--- src/rtl/pipeline_hazard_ctrl_if.sv ---
`default_nettype none
// ============================================================================
// Module      : pipeline_hazard_ctrl_if
// Description : Bundle between the 5-stage pipeline datapath and its hazard
//               controller.
//               master - pipeline side: drives hazard inputs, receives the
//                        stage enables/clears, the halted flag and counters.
//               slave  - controller side (pipeline_hazard_ctrl).
//               Inputs : ID_rs, ID_rt, ID_use_rs, ID_use_rt, EX_RegWrite,
//                        EX_MemtoReg, EX_WbRegNum, EX_redirect, EX_SYSCALL,
//                        EX_halt_req, resume
//               Outputs: PC_EN, IFID_EN, IFID_CLR, IDEX_EN, IDEX_CLR,
//                        EXMEM_EN, halted, cycle_cnt, stall_cnt, flush_cnt
// Revision    : 1.0 - initial release
// ============================================================================
interface pipeline_hazard_ctrl_if;
  logic [4:0]  ID_rs;
  logic [4:0]  ID_rt;
  logic        ID_use_rs;
  logic        ID_use_rt;
  logic        EX_RegWrite;
  logic        EX_MemtoReg;
  logic [4:0]  EX_WbRegNum;
  logic        EX_redirect;
  logic        EX_SYSCALL;
  logic        EX_halt_req;
  logic        resume;

  logic        PC_EN;
  logic        IFID_EN;
  logic        IFID_CLR;
  logic        IDEX_EN;
  logic        IDEX_CLR;
  logic        EXMEM_EN;
  logic        halted;
  logic [31:0] cycle_cnt;
  logic [31:0] stall_cnt;
  logic [31:0] flush_cnt;

  modport master (
    output ID_rs, ID_rt, ID_use_rs, ID_use_rt, EX_RegWrite, EX_MemtoReg,
           EX_WbRegNum, EX_redirect, EX_SYSCALL, EX_halt_req, resume,
    input  PC_EN, IFID_EN, IFID_CLR, IDEX_EN, IDEX_CLR, EXMEM_EN, halted,
           cycle_cnt, stall_cnt, flush_cnt
  );

  modport slave (
    input  ID_rs, ID_rt, ID_use_rs, ID_use_rt, EX_RegWrite, EX_MemtoReg,
           EX_WbRegNum, EX_redirect, EX_SYSCALL, EX_halt_req, resume,
    output PC_EN, IFID_EN, IFID_CLR, IDEX_EN, IDEX_CLR, EXMEM_EN, halted,
           cycle_cnt, stall_cnt, flush_cnt
  );
endinterface
`default_nettype wire

--- src/rtl/pipeline_hazard_ctrl.sv ---
`default_nettype none
// ============================================================================
// Module      : pipeline_hazard_ctrl
// Description : Hazard / halt controller for a 5-stage pipeline.
//               Detects load-use hazards (one bubble), flushes IF/ID and ID/EX
//               on a redirect resolved in EX, and on a halting syscall lets
//               the syscall drain through two cycles before entering HALT.
//               Keeps saturating cycle, stall and flush counters.
//               Ports : clk - rising-edge clock
//                       rst - asynchronous active-high reset
//                       hz  - pipeline_hazard_ctrl_if.slave (hazard inputs,
//                             stage enables/clears, halted, counters)
// Revision    : 1.0 - initial release
// ============================================================================
module pipeline_hazard_ctrl (
  input  logic                   clk,
  input  logic                   rst,
  pipeline_hazard_ctrl_if.slave  hz
);

  typedef enum logic [1:0] {
    S_RUN    = 2'd0,
    S_DRAIN1 = 2'd1,
    S_DRAIN2 = 2'd2,
    S_HALT   = 2'd3
  } state_t;

  localparam logic [31:0] C_CNT_MAX = 32'hFFFF_FFFF;

  state_t      r_state;
  logic [31:0] r_cycle_cnt;
  logic [31:0] r_stall_cnt;
  logic [31:0] r_flush_cnt;

  logic w_rs_hit;
  logic w_rt_hit;
  logic w_load_use;
  logic w_halt_ev;
  logic w_flush_ev;
  logic w_stall_ev;
  logic w_halt_take;

  logic w_pc_en;
  logic w_ifid_en;
  logic w_ifid_clr;
  logic w_idex_en;
  logic w_idex_clr;
  logic w_exmem_en;

  // A load writing $zero produces nothing to forward-wait on.
  assign w_rs_hit   = hz.ID_use_rs && (hz.ID_rs == hz.EX_WbRegNum);
  assign w_rt_hit   = hz.ID_use_rt && (hz.ID_rt == hz.EX_WbRegNum);
  assign w_load_use = hz.EX_MemtoReg && hz.EX_RegWrite &&
                      (hz.EX_WbRegNum != 5'd0) && (w_rs_hit || w_rt_hit);
  assign w_halt_ev  = hz.EX_SYSCALL && hz.EX_halt_req;

  // Priority in RUN: redirect > halt > load-use.
  assign w_flush_ev  = (r_state == S_RUN) && hz.EX_redirect;
  assign w_halt_take = (r_state == S_RUN) && !hz.EX_redirect && w_halt_ev;
  assign w_stall_ev  = (r_state == S_RUN) && !hz.EX_redirect && !w_halt_ev &&
                       w_load_use;

  always_comb begin
    w_pc_en    = 1'b1;
    w_ifid_en  = 1'b1;
    w_ifid_clr = 1'b0;
    w_idex_en  = 1'b1;
    w_idex_clr = 1'b0;
    w_exmem_en = 1'b1;
    if (rst) begin
      // Keep every stage clocking so the clears zero the pipeline registers.
      w_ifid_clr = 1'b1;
      w_idex_clr = 1'b1;
    end else begin
      case (r_state)
        S_RUN: begin
          if (hz.EX_redirect || w_halt_ev) begin
            w_ifid_clr = 1'b1;
            w_idex_clr = 1'b1;
          end else if (w_load_use) begin
            w_pc_en    = 1'b0;
            w_ifid_en  = 1'b0;
            w_idex_clr = 1'b1;
          end
        end
        S_DRAIN1, S_DRAIN2: begin
          // Front end frozen, bubbles behind the draining syscall.
          w_pc_en    = 1'b0;
          w_ifid_en  = 1'b0;
          w_idex_clr = 1'b1;
        end
        S_HALT: begin
          w_pc_en   = 1'b0;
          w_ifid_en = 1'b0;
          w_idex_en = 1'b0;
        end
        default: begin
          w_pc_en   = 1'b1;
        end
      endcase
    end
  end

  always_ff @(posedge clk or posedge rst) begin
    if (rst) begin
      r_state     <= S_RUN;
      r_cycle_cnt <= 32'd0;
      r_stall_cnt <= 32'd0;
      r_flush_cnt <= 32'd0;
    end else begin
      case (r_state)
        S_RUN:    if (w_halt_take) r_state <= S_DRAIN1;
        S_DRAIN1: r_state <= S_DRAIN2;
        S_DRAIN2: r_state <= S_HALT;
        S_HALT:   if (hz.resume) r_state <= S_RUN;
        default:  r_state <= S_RUN;
      endcase

      if ((r_state != S_HALT) && (r_cycle_cnt != C_CNT_MAX))
        r_cycle_cnt <= r_cycle_cnt + 32'd1;
      if (w_stall_ev && (r_stall_cnt != C_CNT_MAX))
        r_stall_cnt <= r_stall_cnt + 32'd1;
      if (w_flush_ev && (r_flush_cnt != C_CNT_MAX))
        r_flush_cnt <= r_flush_cnt + 32'd1;
    end
  end

  assign hz.PC_EN     = w_pc_en;
  assign hz.IFID_EN   = w_ifid_en;
  assign hz.IFID_CLR  = w_ifid_clr;
  assign hz.IDEX_EN   = w_idex_en;
  assign hz.IDEX_CLR  = w_idex_clr;
  assign hz.EXMEM_EN  = w_exmem_en;
  assign hz.halted    = (r_state == S_HALT);
  assign hz.cycle_cnt = r_cycle_cnt;
  assign hz.stall_cnt = r_stall_cnt;
  assign hz.flush_cnt = r_flush_cnt;

endmodule
`default_nettype wire

--- src/flat_wrapper.sv ---
// flat-port wrapper written by rule: the top's interface ports become plain ports
module pipeline_hazard_ctrl_flat 
  (clk, rst, hz_ID_rs, hz_ID_rt, hz_ID_use_rs, hz_ID_use_rt, hz_EX_RegWrite, hz_EX_MemtoReg, hz_EX_WbRegNum, hz_EX_redirect, hz_EX_SYSCALL, hz_EX_halt_req, hz_resume, hz_PC_EN, hz_IFID_EN, hz_IFID_CLR, hz_IDEX_EN, hz_IDEX_CLR, hz_EXMEM_EN, hz_halted, hz_cycle_cnt, hz_stall_cnt, hz_flush_cnt);
  pipeline_hazard_ctrl_if hz_i ();
  input  logic clk;
  input  logic rst;
  input wire logic [$bits(hz_i.ID_rs)-1:0] hz_ID_rs;
  input wire logic [$bits(hz_i.ID_rt)-1:0] hz_ID_rt;
  input wire logic [$bits(hz_i.ID_use_rs)-1:0] hz_ID_use_rs;
  input wire logic [$bits(hz_i.ID_use_rt)-1:0] hz_ID_use_rt;
  input wire logic [$bits(hz_i.EX_RegWrite)-1:0] hz_EX_RegWrite;
  input wire logic [$bits(hz_i.EX_MemtoReg)-1:0] hz_EX_MemtoReg;
  input wire logic [$bits(hz_i.EX_WbRegNum)-1:0] hz_EX_WbRegNum;
  input wire logic [$bits(hz_i.EX_redirect)-1:0] hz_EX_redirect;
  input wire logic [$bits(hz_i.EX_SYSCALL)-1:0] hz_EX_SYSCALL;
  input wire logic [$bits(hz_i.EX_halt_req)-1:0] hz_EX_halt_req;
  input wire logic [$bits(hz_i.resume)-1:0] hz_resume;
  output wire logic [$bits(hz_i.PC_EN)-1:0] hz_PC_EN;
  output wire logic [$bits(hz_i.IFID_EN)-1:0] hz_IFID_EN;
  output wire logic [$bits(hz_i.IFID_CLR)-1:0] hz_IFID_CLR;
  output wire logic [$bits(hz_i.IDEX_EN)-1:0] hz_IDEX_EN;
  output wire logic [$bits(hz_i.IDEX_CLR)-1:0] hz_IDEX_CLR;
  output wire logic [$bits(hz_i.EXMEM_EN)-1:0] hz_EXMEM_EN;
  output wire logic [$bits(hz_i.halted)-1:0] hz_halted;
  output wire logic [$bits(hz_i.cycle_cnt)-1:0] hz_cycle_cnt;
  output wire logic [$bits(hz_i.stall_cnt)-1:0] hz_stall_cnt;
  output wire logic [$bits(hz_i.flush_cnt)-1:0] hz_flush_cnt;
  assign hz_i.ID_rs = hz_ID_rs;
  assign hz_i.ID_rt = hz_ID_rt;
  assign hz_i.ID_use_rs = hz_ID_use_rs;
  assign hz_i.ID_use_rt = hz_ID_use_rt;
  assign hz_i.EX_RegWrite = hz_EX_RegWrite;
  assign hz_i.EX_MemtoReg = hz_EX_MemtoReg;
  assign hz_i.EX_WbRegNum = hz_EX_WbRegNum;
  assign hz_i.EX_redirect = hz_EX_redirect;
  assign hz_i.EX_SYSCALL = hz_EX_SYSCALL;
  assign hz_i.EX_halt_req = hz_EX_halt_req;
  assign hz_i.resume = hz_resume;
  assign hz_PC_EN = hz_i.PC_EN;
  assign hz_IFID_EN = hz_i.IFID_EN;
  assign hz_IFID_CLR = hz_i.IFID_CLR;
  assign hz_IDEX_EN = hz_i.IDEX_EN;
  assign hz_IDEX_CLR = hz_i.IDEX_CLR;
  assign hz_EXMEM_EN = hz_i.EXMEM_EN;
  assign hz_halted = hz_i.halted;
  assign hz_cycle_cnt = hz_i.cycle_cnt;
  assign hz_stall_cnt = hz_i.stall_cnt;
  assign hz_flush_cnt = hz_i.flush_cnt;
  pipeline_hazard_ctrl u_core (.clk(clk), .rst(rst), .hz(hz_i));
endmodule
--- config.mk ---
export PLATFORM = sky130hd
export DESIGN_NAME = pipeline_hazard_ctrl_flat
export DESIGN_NICKNAME = d
export VERILOG_FILES = /design/src/rtl/pipeline_hazard_ctrl_if.sv /design/src/rtl/pipeline_hazard_ctrl.sv /design/src/flat_wrapper.sv
export SDC_FILE = /design/constraint.sdc
export NUM_CORES = 1
export LEC_CHECK = 0
export ABC_AREA = 0
export CAP_MARGIN = 5
export CORE_AREA = 2 2 79 138
export DETAILED_ROUTE_END_ITERATION = 10
export DIE_AREA = 0 0 81 140
export GPL_ROUTABILITY_DRIVEN = 0
export GPL_TIMING_DRIVEN = 0
export HOLD_SLACK_MARGIN = 0.15
export PLACE_DENSITY = 0.79
export SLEW_MARGIN = 20
export SYNTH_ARGS = -nofsm -noshare
export SYNTH_HDL_FRONTEND = slang
export SYNTH_SLANG_ARGS = --single-unit
--- constraint.sdc ---
create_clock -name clk -period 6.45 [get_ports clk]
set_input_delay 1.29 -clock clk [delete_from_list [all_inputs] [get_ports clk]]
set_output_delay 1.29 -clock clk [all_outputs]
set_load 0.02 [all_outputs]
==> impl_metrics.toml <==
[run_status]
status = "finished clean"

[clock_tree]
cts_tree = "yes"
ctsResizeCount = 0
cts.sinks = 98
clk_path_buf_depth = 2
cts-root-buf = "clkbuf_16"
hold_buffers = 0
h-tree-depth = 3
clk_latency_ps = 340
cts_made_buffers = 9
path_clk_slew_ps = 70
post_cts_buffers = 0

[logic_synthesis]
yosysTopAreaCell = "dfrtp_1"
ys_async_sr_fraction_pct = 100
synth_top_area_share_pct = 49.7
syn_inst = 468
avgSynthCellArea_um2 = 10.5
yosys.cell_count.top_type = "dfrtp_1"
yosysSeqAreaShare_pct = 49.7
syn_area_um2 = 4930
synth_common_cells = "dfrtp_1 (98), xnor2_1 (59), nand2_1 (46)"
syn_nets = 500
ys_ff_latch = 98
synthTopCellsByArea = "dfrtp_1 (50%), xnor2_1 (10%), xor2_1 (7.6%)"
synth_edf_count = 0
synth_ff_type = "dfrtp_1"
synth_cell_types = 46
ys_warn_count = 0

[critical_path]
path_buf_inv = 3
path_common_cell = "clkdlybuf4s50_1"
start_kind = "primary input"
path_delay_family = "buffers and inverters"
crit_path_end_kind = "output port"
slowest_stage = "clkdlybuf4s50_1"
cp.arrival_ps = 3670
cp_max_fo = 5
critical_path.cell_chain = "clkdlybuf4s50_1 > xnor2_1 > nand4_1 > o22ai_2 > and2_1 > nand2_1 > a21o_1 > buf_4 > clkdlybuf4s50_1"
critical_path_class = "in2out"
critPathMaxStageDelay_ps = 540
required_ps = 5160

[global_route]
antenna_found_initial = 0
grt_pass1_wl_mm = 19.5
grt_pass1_vias = 4136
grt_overflow = 0
grtUsageTotal_pct = 21.9
grt_max_degree = 65

[drt]
wl_met1_mm = 4.65
drcViolationCount = 0
post_drt_via_cell_ratio = 5.45
drt_iter0_markers = 113
wl_mm = 11.7
dr.pass1.iters = 4
top_layer_used = "met4"
met2_length_mm = 6.34
ant_nets = 0
routedWlPerCell_um = 15.9
wl_met3_um = 559
vias = 4020

[layout]
drive_gt1_share_pct = 8.51
final_util_pct = 65.9
nets = 638
diodes = 0
syn2layout_area_growth_pct = 35.9
nFillCells = 824

[sta]
worst_pin_slew_ps = 520
hold_violations = 0
rsz0062_at_grt = "false"
setup_violations = 0
fin_crit_sh_pct = 76.9
fin_worst_skew_ps = 7.81
slew_viol_final = 0
min_period_ps = 4960
tns_ps = 0
clock.fmax_mhz = 202
maxSlewHeadroom_pct = 65.0
worst_hold_slack_ps = 491

[flow_run]
cap_violations = 0

[floorplan]
dieWidth_um = 81
start_util_pct = 48.5
die_h_um = 140
core_um2 = 10200
ios = 128
dieArea_um2 = 11300
num_rows = 49

[place]
port_buffers = 126
hpwl_mm = 8.76

[power]
leakagePower_nw = 2.86
ir_drop_v = 0.000177
powerDensity_nw_per_um2 = 251

[min_path]
hp-class = "reg2reg"
==> cell usage in the layout, fill, tap and decap left out, types with 5 or more instances in the layout <==
cell type / instances
and3_1: 7
clkdlybuf4s50_1: 126
inv_1: 14
nand3_1: 29
and4_1: 5
dfrtp_1: 98
ha_1: 7
nand2_1: 46
nor3_2: 7
xor2_1: 43
nor3_1: 20
xnor2_1: 59
or3_1: 6
nand4_2: 6
clkbuf_16: 9
nor2_1: 38
nand4_1: 31
==> path summary, 6_finish.rpt <==
| check | depth (start not counted) | endpoint | start | slack, ps |
|---|---|---|---|---|
| setup / recovery | 9 | hz_PC_EN | hz_EX_WbRegNum[4] | 1490 |
| hold / removal | 1 | u_core.hz.cycle_cnt[31] | u_core.hz.cycle_cnt[31] | 490 |
| setup reg to reg | 7 | u_core.hz.stall_cnt[1] | u_core.hz.stall_cnt[0] | 4150 |
| hold reg to reg | 1 | u_core.hz.cycle_cnt[31] | u_core.hz.cycle_cnt[31] | 490 |
| max in group asynchronous | 3 | u_core.hz.cycle_cnt[15] | rst | 4470 |
| min in group asynchronous | 2 | u_core.hz.flush_cnt[26] | rst | 1360 |
==> metal layers <==
layer	up-vias	track usage (%)
li1	1892	-
met1	2001	26.2
met2	112	38.5
met3	15	3.87
met4	0	8.30
met5	-	0
==> where the power goes <==
| part | internal, mW | leakage, nW | total [mW] | switching [mW] |
|---|---|---|---|---|
| registers | 0.663 | 1.31 | 0.723 | 0.0603 |
| clock network | 0.341 | 0.153 | 0.572 | 0.231 |
| logic | 0.185 | 1.40 | 0.384 | 0.199 |
| total | 1.19 | 2.86 | 1.68 | 0.490 |
==> through the flow <==
step,cells,setup slack (ps),power [mW],area (µm²)
finish,738,1490,1.68,6700
global route,738,1370,1.76,6700
CTS,738,1480,1.69,6700
detailed placement,722,1490,1.12,6380
global placement,721,-1170,1.11,6350
floorplan,468,214,0.945,4930
==> area by class of cell <==
class | count | area, µm² | share of cell area (%)
clock inverters | 6 | 90.1 | 1.34
repair buffers | 127 | 1290 | 19.2
multi-input cells | 349 | 2380 | 35.4
inverters | 15 | 61.3 | 0.915
well taps | 127 | 159 | 2.37
flip-flops and latches | 98 | 2450 | 36.6
plain buffers | 6 | 46.3 | 0.691
clock buffers | 10 | 229 | 3.42
==> logic make-up after synthesis <==
| family | synth area share (%) |
|---|---|
| multiplexers | 0.888 |
| AND/OR/NAND/NOR | 25.2 |
| other | 0.0760 |
| flip-flops | 49.7 |
| buffers and inverters | 2.08 |
| XOR/XNOR | 18.1 |
| AO/OA/AOI/OAI | 2.16 |
| adder cells (fa/ha/maj) | 1.78 |
==> sequential cells by signal (all words and copies together), names as in the netlist <==
signal               cells
u_core.r_state           2
u_core.hz.cycle_cnt     32
u_core.hz.flush_cnt     32
u_core.hz.stall_cnt     32
No activity file was read; power rests on OpenSTA's default activity.
==> variant, RTL diff (same flow settings) <==
Re-encode `state_t` (4 states) as one-hot, 4 bits wide.
--- a/src/rtl/pipeline_hazard_ctrl.sv
+++ b/src/rtl/pipeline_hazard_ctrl.sv
@@ -18,11 +18,11 @@
   pipeline_hazard_ctrl_if.slave  hz
 );
 
-  typedef enum logic [1:0] {
-    S_RUN    = 2'd0,
-    S_DRAIN1 = 2'd1,
-    S_DRAIN2 = 2'd2,
-    S_HALT   = 2'd3
+  typedef enum logic [3:0] {
+    S_RUN    = 4'b0001,
+    S_DRAIN1 = 4'b0010,
+    S_DRAIN2 = 4'b0100,
+    S_HALT   = 4'b1000
   } state_t;
 
   localparam logic [31:0] C_CNT_MAX = 32'hFFFF_FFFF;
Formal check against the unedited RTL: no difference found for any inputs over 10 cycles, from zero or initial values and one cycle with rst high; not proved beyond that.
==> variant against the unedited design <==
Area after synthesis increased by 0.56%. Utilization shrank 0.23 points. Highest routed layer unchanged. Cell area down 0.35%. Wire length rose by 1.6%. Setup slack got worse by 0.18 ns. Sequential cell count increased by 2. Register-to-register slack got worse by 0.40 ns. Total power shrank 13%. Combinational power down 35%.
==> variant: results (changes against the unedited design) <==
DP Worst Slack 1.33 ns (-0.161 ns); routed vias 4143 (+3.1%); Slew Limit Headroom 52.8% (-12 points); uppermost layer routed met4; power share of the combinational group 17.1% (-5.8 points); post-synth cell types 45 (-2.2%); multi-input logic portion of the cell area 35.1% (-0.36 points); layout cells sized above 1 5.44% (-3.1 points); Worst Path Arrival 3.85 ns (+0.18 ns); FF+latch count 100 (+2.0%); clock network area share 4.01% (-0.75 points); sequential share of cell area 37.5% (+0.90 points); number of fill cells in the layout 847 (+2.8%); multi-input gates 357 (+2.3%); share of the yosys chip area belonging to registers 50.5% (+0.76 points); vias in the first global route 4233 (+2.3%); Post-synth top cells 99 x dfrtp_1, 62 x xnor2_1, 46 x nand2_1; Layout non-clock buf frac 20.2% (+0.26 points); Worst VDD drop 0.172 mV (-3.0%); inverter count 14 (-1); post-CTS setup buffers 0 (unchanged); WL met2 6510 um (+2.6%); Starting DRT DRC Count 246 (+120%); syn nets 511 (+2.2%); adder-cell share of the synthesized area 0.757% (-1.0 points); non-clock buffer count in the final layout 139 (+4.5%); post-synthesis mux area share 0.883% (-0.0049 points); switching share of power 28.1% (-1.1 points); Psw 0.000412 W (-16%); post-DR wirelength/cell 15.9 um (-0.32%); DP HPWL 8900 um (+1.5%); Leakage Power 2.86 nW (about the same); PostCTS Resize Cnt 0 (unchanged); skew final 0.0119 ns (+0.00404 ns); Area contributors post-synth dfrtp_1 50%, xnor2_1 11%, xor2_1 7.2%, nand3_1 4.1%, nand4_1 3.7%; GRT Overall Usage 21.9% (about the same); WL met3 622 um (+11%); M1 wire length 4570 um (-1.8%); status finished clean; H-tree Lvls 3 (unchanged); final net count 649 (+1.7%); Port Buffers 126 (unchanged); CP max stage delay 0.59 ns (+0.05 ns); first-pass GRT wire length 19800 um (+1.6%); xor and xnor fraction of the mapped netlist area 18.2% (+0.076 points); Clk pin slew, worst setup/hold paths 0.07 ns (about the same); largest net degree at the start of global routing 53 (-18%); CP Max Fanout 3 (-2); Synth Area in Compound Gates 2.02% (-0.14 points); initial antenna violation count 0 (unchanged); Seq power 0.000723 W (about the same)
-- variant: changes by cell type after synthesis, moves of 3 or more --
cell      change
nor3_2        -7
nand4_2       -5
mux2_2        +3
mux2_1        -3
and3_1        +8
xnor2_1       +3
buf_2         +3
clkbuf_1      +4
nor4b_4       +3
nand3_1      +12
or3_4         -3
nor4_1        +8
nor3_1        +3
ha_1          -4
-- variant: routing by layer --
| layer | vias to the layer above | track usage (%) |
|---|---|---|
| met5 | - | 0 |
| met4 | 0 | 7.76 |
| met3 | 18 | 3.93 |
| met2 | 128 | 39.6 |
| met1 | 2050 | 25.2 |
| li1 | 1947 | - |
-- variant: per-stage QoR --
step | TNS [ns] | std cells | area [um^2]
after floorplan | 0 | 483 | 4960
after global placement | -0.255 | 736 | 6380
after detailed placement | 0 | 737 | 6410
after CTS | 0 | 752 | 6680
after global routing | 0 | 752 | 6680
final | 0 | 752 | 6680
-- variant: critical path: cells and delay by family --
kind | cells | cell delay (ns)
buffers and inverters | 3 | 1.23
AO/OA/AOI/OAI | 3 | 0.86
AND/OR/NAND/NOR | 2 | 0.46
-- variant: final timing paths --
path | endpoint | cells after the start | slack (ns) | startpoint
setup / recovery | hz_PC_EN | 8 | 1.31 | hz_EX_WbRegNum[1]
hold / removal | u_core.hz.flush_cnt[12] | 1 | 0.49 | u_core.hz.flush_cnt[12]
setup reg to reg | u_core.hz.stall_cnt[1] | 7 | 3.75 | u_core.hz.stall_cnt[0]
hold reg to reg | u_core.hz.flush_cnt[12] | 1 | 0.49 | u_core.hz.flush_cnt[12]
max in group asynchronous | u_core.hz.flush_cnt[29] | 3 | 4.45 | rst
min in group asynchronous | u_core.hz.flush_cnt[13] | 2 | 1.41 | rst
